<file path="src/rtl/seq_looper_pkg.sv">
// Shared types and default sizing for the step-sequencer looper.
package seq_looper_pkg;

  typedef enum logic [1:0] {
    ST_IDLE   = 2'd0,
    ST_PLAY   = 2'd1,
    ST_RECORD = 2'd2
  } state_e;

  localparam int DEF_NUM_PADS       = 16;
  localparam int DEF_NUM_STEPS      = 40;
  localparam int DEF_TICKS_PER_STEP = 11025;

  // Index width that stays legal when a count of one would give zero bits.
  function automatic int idx_width(input int n);
    return (n > 1) ? $clog2(n) : 1;
  endfunction

endpackage

</file>
<file path="src/rtl/seq_looper_step_timer.sv">
// Step-boundary tick generator: counts 0..TICKS_PER_STEP-1 while run is high.
module step_timer
  import seq_looper_pkg::*;
#(
  parameter int TICKS_PER_STEP = DEF_TICKS_PER_STEP
) (
  input  logic clock,
  input  logic reset,
  input  logic run,
  output logic tick
);

  localparam int CW = idx_width(TICKS_PER_STEP);

  logic [CW-1:0] cnt_q;

  assign tick = run && (cnt_q == CW'(TICKS_PER_STEP - 1));

  always_ff @(posedge clock) begin
    if (reset || !run || tick) begin
      cnt_q <= '0;
    end else begin
      cnt_q <= cnt_q + CW'(1);
    end
  end

endmodule

</file>
<file path="src/rtl/seq_looper.sv">
// Pad-pattern loop recorder/player: records pad presses per step, replays the loop.
// state  | meaning
// IDLE   | stopped; step_idx held, timer parked at zero
// PLAY   | stepping through recorded loop, emitting patterns
// RECORD | accumulating pad presses into the current step
module seq_looper
  import seq_looper_pkg::*;
#(
  parameter int NUM_PADS       = DEF_NUM_PADS,
  parameter int NUM_STEPS      = DEF_NUM_STEPS,
  parameter int TICKS_PER_STEP = DEF_TICKS_PER_STEP
) (
  input  logic                                  clock,
  input  logic                                  reset,
  input  logic                                  rec_toggle,
  input  logic                                  play_en,
  input  logic                                  overdub,
  input  logic                                  clear,
  input  logic [NUM_PADS-1:0]                   data,
  output logic [NUM_PADS-1:0]                   seq_out,
  output logic                                  step_strobe,
  output logic [idx_width(NUM_STEPS)-1:0]       step_idx,
  output logic [$clog2(NUM_STEPS+1)-1:0]        loop_len,
  output logic                                  recording,
  output logic                                  playing
);

  localparam int IW = idx_width(NUM_STEPS);
  localparam int LW = $clog2(NUM_STEPS + 1);

  state_e              state_q, state_d;
  logic [NUM_PADS-1:0] steps_q [NUM_STEPS];
  logic [NUM_PADS-1:0] hold_q;
  logic [NUM_PADS-1:0] seq_out_q;
  logic                strobe_q;
  logic [IW-1:0]       step_idx_q;
  logic [LW-1:0]       loop_len_q;
  logic                overdub_q;
  logic                first_take_q;

  logic                tick;
  logic                timer_rst;
  logic                len_wrap, cap_wrap;
  logic                rec_write, play_tick;
  logic [IW-1:0]       idx_next;

  assign len_wrap = (LW'(step_idx_q) + LW'(1)) == loop_len_q;
  assign cap_wrap = step_idx_q == IW'(NUM_STEPS - 1);

  always_comb begin
    state_d = state_q;
    if (clear) begin
      state_d = ST_IDLE;
    end else begin
      case (state_q)
        ST_IDLE: begin
          if (rec_toggle)                          state_d = ST_RECORD;
          else if (play_en && loop_len_q != '0)    state_d = ST_PLAY;
        end
        ST_PLAY: begin
          if (rec_toggle)                          state_d = ST_RECORD;
          else if (!play_en)                       state_d = ST_IDLE;
        end
        ST_RECORD: begin
          if (rec_toggle)
            state_d = (play_en && loop_len_q != '0) ? ST_PLAY : ST_IDLE;
          // First take filled the last slot: the loop is now full length.
          else if (tick && first_take_q && cap_wrap)
            state_d = play_en ? ST_PLAY : ST_IDLE;
        end
        default: state_d = ST_IDLE;
      endcase
    end
  end

  assign rec_write = (state_q == ST_RECORD) && tick && !clear && !rec_toggle;
  assign play_tick = (state_q == ST_PLAY) && tick && (state_d == ST_PLAY);

  always_comb begin
    idx_next = step_idx_q + IW'(1);
    if (state_q == ST_RECORD && first_take_q) begin
      if (cap_wrap) idx_next = '0;
    end else if (len_wrap) begin
      idx_next = '0;
    end
  end

  // Every state change restarts the step timer from zero.
  assign timer_rst = reset || (state_d != state_q);

  step_timer #(
    .TICKS_PER_STEP(TICKS_PER_STEP)
  ) u_step_timer (
    .clock(clock),
    .reset(timer_rst),
    .run  (state_q != ST_IDLE),
    .tick (tick)
  );

  always_ff @(posedge clock) begin
    if (reset) begin
      state_q      <= ST_IDLE;
      for (int i = 0; i < NUM_STEPS; i++) steps_q[i] <= '0;
      hold_q       <= '0;
      seq_out_q    <= '0;
      strobe_q     <= 1'b0;
      step_idx_q   <= '0;
      loop_len_q   <= '0;
      overdub_q    <= 1'b0;
      first_take_q <= 1'b0;
    end else begin
      seq_out_q <= '0;
      strobe_q  <= 1'b0;
      state_q   <= state_d;
      if (clear) begin
        for (int i = 0; i < NUM_STEPS; i++) steps_q[i] <= '0;
        hold_q     <= '0;
        loop_len_q <= '0;
      end else begin
        if (rec_write) begin
          steps_q[step_idx_q] <= overdub_q ? (steps_q[step_idx_q] | hold_q | data)
                                           : (hold_q | data);
          hold_q     <= '0;
          strobe_q   <= 1'b1;
          step_idx_q <= idx_next;
          if (first_take_q) loop_len_q <= LW'(step_idx_q) + LW'(1);
        end else if (state_q == ST_RECORD) begin
          hold_q <= hold_q | data;
        end
        if (play_tick) begin
          seq_out_q  <= steps_q[step_idx_q];
          strobe_q   <= 1'b1;
          step_idx_q <= idx_next;
        end
        if (state_d != state_q) begin
          hold_q <= '0;
          if (state_d != ST_IDLE) step_idx_q <= '0;
          if (state_d == ST_RECORD) begin
            overdub_q    <= overdub;
            first_take_q <= (loop_len_q == '0);
          end
        end
      end
    end
  end

  assign seq_out     = seq_out_q;
  assign step_strobe = strobe_q;
  assign step_idx    = step_idx_q;
  assign loop_len    = loop_len_q;
  assign recording   = (state_q == ST_RECORD);
  assign playing     = (state_q == ST_PLAY);

endmodule
</file>
<file path="config.mk">
export PLATFORM = sky130hd
export DESIGN_NAME = seq_looper
export DESIGN_NICKNAME = d
export VERILOG_FILES = /design/src/rtl/seq_looper_pkg.sv /design/src/rtl/seq_looper_step_timer.sv /design/src/rtl/seq_looper.sv
export SDC_FILE = /design/constraint.sdc
export NUM_CORES = 1
export LEC_CHECK = 0
export CAP_MARGIN = 5
export CORE_MARGIN = 4
export CORE_UTILIZATION = 50
export DETAILED_ROUTE_END_ITERATION = 12
export PLACE_DENSITY_LB_ADDON = 0.05
export SYNTH_ARGS = -nofsm -noshare
export SYNTH_HDL_FRONTEND = slang
export SYNTH_SLANG_ARGS = --single-unit
export TNS_END_PERCENT = 5
</file>
<file path="constraint.sdc">
create_clock -name clock -period 4.8 [get_ports clock]
set_input_delay 0.96 -clock clock [delete_from_list [all_inputs] [get_ports clock]]
set_output_delay 0.96 -clock clock [all_outputs]
set_load 0.03 [all_outputs]
</file>
==> run metrics <==
status complete, no violations; number of standard cells in the layout, taps in and fillers out approximately 4400; Synth Area per Inst 15.9 sq um; synthesized cell area around 0.047 sq mm; unrepaired setup endpoints after global routing false; clock-pin slew on the worst setup and hold paths 0.06 ns; maximum clock frequency 237 MHz; placer congestion estimate 0.845; Total Neg Setup Slack 0 ns; Worst Path Class, Setup reg -> reg; horizontal extent of the die about 310 um; Critical Path Start Type flip-flop; Final HPWL DP 84000 um; insertion delay of the later-clocked pin in the worst-skew pair ~0.69 ns; flops & latches, synth 1093; critical path required time ~5.2 ns; Core Util, Final between 50% and 60%; antenna violation net count after detailed routing 0; number of sinks driven by the clock tree 1093; class of the tightest hold or removal check reg -> reg; total grt overflow 0; post-synthesis sequential area ratio 68.9%; post-CTS setup buffer count 0; cell leakage power around 0.018 uW; depth of the worst register-to-register path 9; total instance count after detailed placement 4156; largest voltage drop on the vdd net 317 uV; setup slack on the worst flop-to-flop path slightly below 0.6 ns; Core Footprint ~0.092 sq mm; All-Layer GR Usage about a quarter; number of cells traversed by the worst hold path 1; Area Growth Syn to Fin 12.7%; part of the cycle the worst path needs 88.0%; count of flip-flops with a built-in enable after synthesis roughly 1000; Die ar. about 0.098 sq mm; starting density of the core approximately 50%; number of iterations in the first detailed-routing pass 5; final-report setup violation count 0; via count of the first global-routing pass around 27000; CTS Buffer Depth 3; post-layout net count 3053; storage element area about 0.032 sq mm; final clock skew between 0.02 and 0.03 ns; worst rel slew slack 29.1%; count of pins on the block boundary 53; signal arrival time at the worst endpoint ~4.6 ns; final hold viol count 0; final critical-path setup slack 0.576 ns; Cell Pwr Density 391 mW/mm^2; drt wl/cell 29.7 um; number of design-rule violations left by the first detailed-router iteration 3062; met3 global-route usage between 6 and 7%; CTS Hold Bufs 0; endpoint of the worst hold path u_step_timer.cnt_q[0]; initial antenna violation count 5; layout filler cell count 7224; TritonCTS Buffers 113; met2 Usage GRT between 40% and 50%; most congested layer reported by global routing met2; buffer type at the clock tree root sky130_fd_sc_hd__clkbuf_16; min cycle time layout 4.22 ns; peak fanout along the critical path 29; Port Buffer Count between 50 and 60; maximum number of pins on one net before global-route repair 57; reg-to-reg endpoint steps_q[33][0]; async set-reset flop share out of synthesis 0%; H-tree depth 3; number of core rows ~110; Critical Path Sink Type flip-flop; share of cells above drive strength 1 roughly 25%; total number of yosys warnings 0; Vias ~27000; GR Util met1 between 30% and 40%; die outline height between 300 and 400 um; total area of multi-input combinational cells ~0.013 sq mm; number of cells produced by synthesis 2928; number of vias per cell after detailed routing approximately 6; Syn Nets around 3000; min-delay src u_step_timer.cnt_q[0]; clock tree from TritonCTS yes; final max-slew violation count 0; pre-CTS setup slack roughly 0.63 ns; Final Hold Slack 0.478 ns; DRC violations left 0; ys flop type sky130_fd_sc_hd__edfxtp_1; number of distinct library cells after synthesis 75; final WL 130000 um; Least-Margin Pin Slew between 1 and 1.5 ns; cts repair resizes 0; reported max-cap violation count 0; wire length of the first global-routing pass 189000 um
[where the power goes]
part | internal, uW | switching [uW] | total (uW)
clock network | 5450 | 3680 | 9130
registers | 10700 | 80.2 | 10800
logic | 187 | 486 | 672
[final cells by class]
cell class	count	share of cell area [%]
diodes	5	0.0238
clock buffers	140	5.77
clock inverters	73	1.63
inverters	22	0.157
multi-input cells	1582	24.5
flip-flops and latches	1093	61.2
well taps	1243	2.96
repair buffers	216	3.83
[per-layer routing]
layer	routed length [um]	up-vias	share of wire, %
li1	-	11300	-
met1	51000	13900	39
met2	62900	1206	48
met3	11400	211	8.7
met4	4800	0	3.7
met5	0	-	0
[worst max path at each step]
| stage | startpoint | to | slack, ns | cells past startpoint |
|---|---|---|---|---|
| CTS | flip-flop | steps_q[42][1] | 0.62 | 8 |
| global placement | rec_toggle | steps_q[39][3] | 0.61 | 10 |
| global route | flip-flop | steps_q[42][1] | 0.46 | 8 |
| floorplan | clear | steps_q[2][0] | 1.32 | 8 |
| finish | flip-flop | steps_q[33][0] | 0.58 | 9 |
| detailed placement | flip-flop | steps_q[41][1] | 0.63 | 8 |
[worst max-delay path: stages, from the launching register on]
cell and delay [ns]:
sky130_fd_sc_hd__dfxtp_4 0.88, sky130_fd_sc_hd__buf_12 0.32, sky130_fd_sc_hd__buf_12 0.20, sky130_fd_sc_hd__mux4_2 0.55
sky130_fd_sc_hd__o22ai_1 0.58, sky130_fd_sc_hd__nor2_1 0.11, sky130_fd_sc_hd__a2bb2oi_2 0.19, sky130_fd_sc_hd__o21a_2 0.51
sky130_fd_sc_hd__buf_4 0.41, sky130_fd_sc_hd__nor2_1 0.09
[cell usage in the layout, fill, tap and decap left out, drive strengths merged, types with 16 or more instances in the layout]
cell type,count
nor4,22
clkbuf,140
o22ai,61
clkinv,47
mux4,242
dfxtp,69
nor2,748
edfxtp,1024
mux2i,50
inv,25
clkdlybuf4s50,52
buf,164
o21ai,17
a21oi,32
nand2,124
bufinv,18
nand3,16
mux2,36
[sequential cells by signal (all words and copies together) (netlist names), named ones only]
signal and count:
u_step_timer.cnt_q 14, hold_q 16, step_strobe 1, overdub_q 1, first_take_q 1, loop_len 6, step_idx 6, state_q 2
steps_q 1024, seq_out 16
[stage by stage]
stage / area [sq um] / total power [uW]
final: 52600 / 20600
after CTS: 52600 / 20700
after global placement: 48700 / 11600
after global routing: 52600 / 21200
after floorplan: 46700 / 11300
after detailed placement: 48700 / 11600
[cells in the mapped netlist (all sizes together), types with 32 or more instances]
library cell  count  share of area (%)
edfxtp         1024                 66
nor2            748                6.4
mux4            242                 12
buf             143                2.8
nand2           124                1.0
clkbuf           88               0.71
dfxtp            69                3.0
o22ai            61               0.82
mux2i            50                1.1
mux2             36               0.87
a21oi            32               0.34
[logic make-up after synthesis]
kind of cell    Yosys count  synth area share [%]
compound gates          209                  3.56
xor+xnor                 19                 0.386
fa+ha+maj                 3                0.0805
buf+inv                 253                  3.65
flops                  1093                  68.9
mux                     328                  13.7
simple gates           1023                  9.78
(Power assumes the default switching activity.)
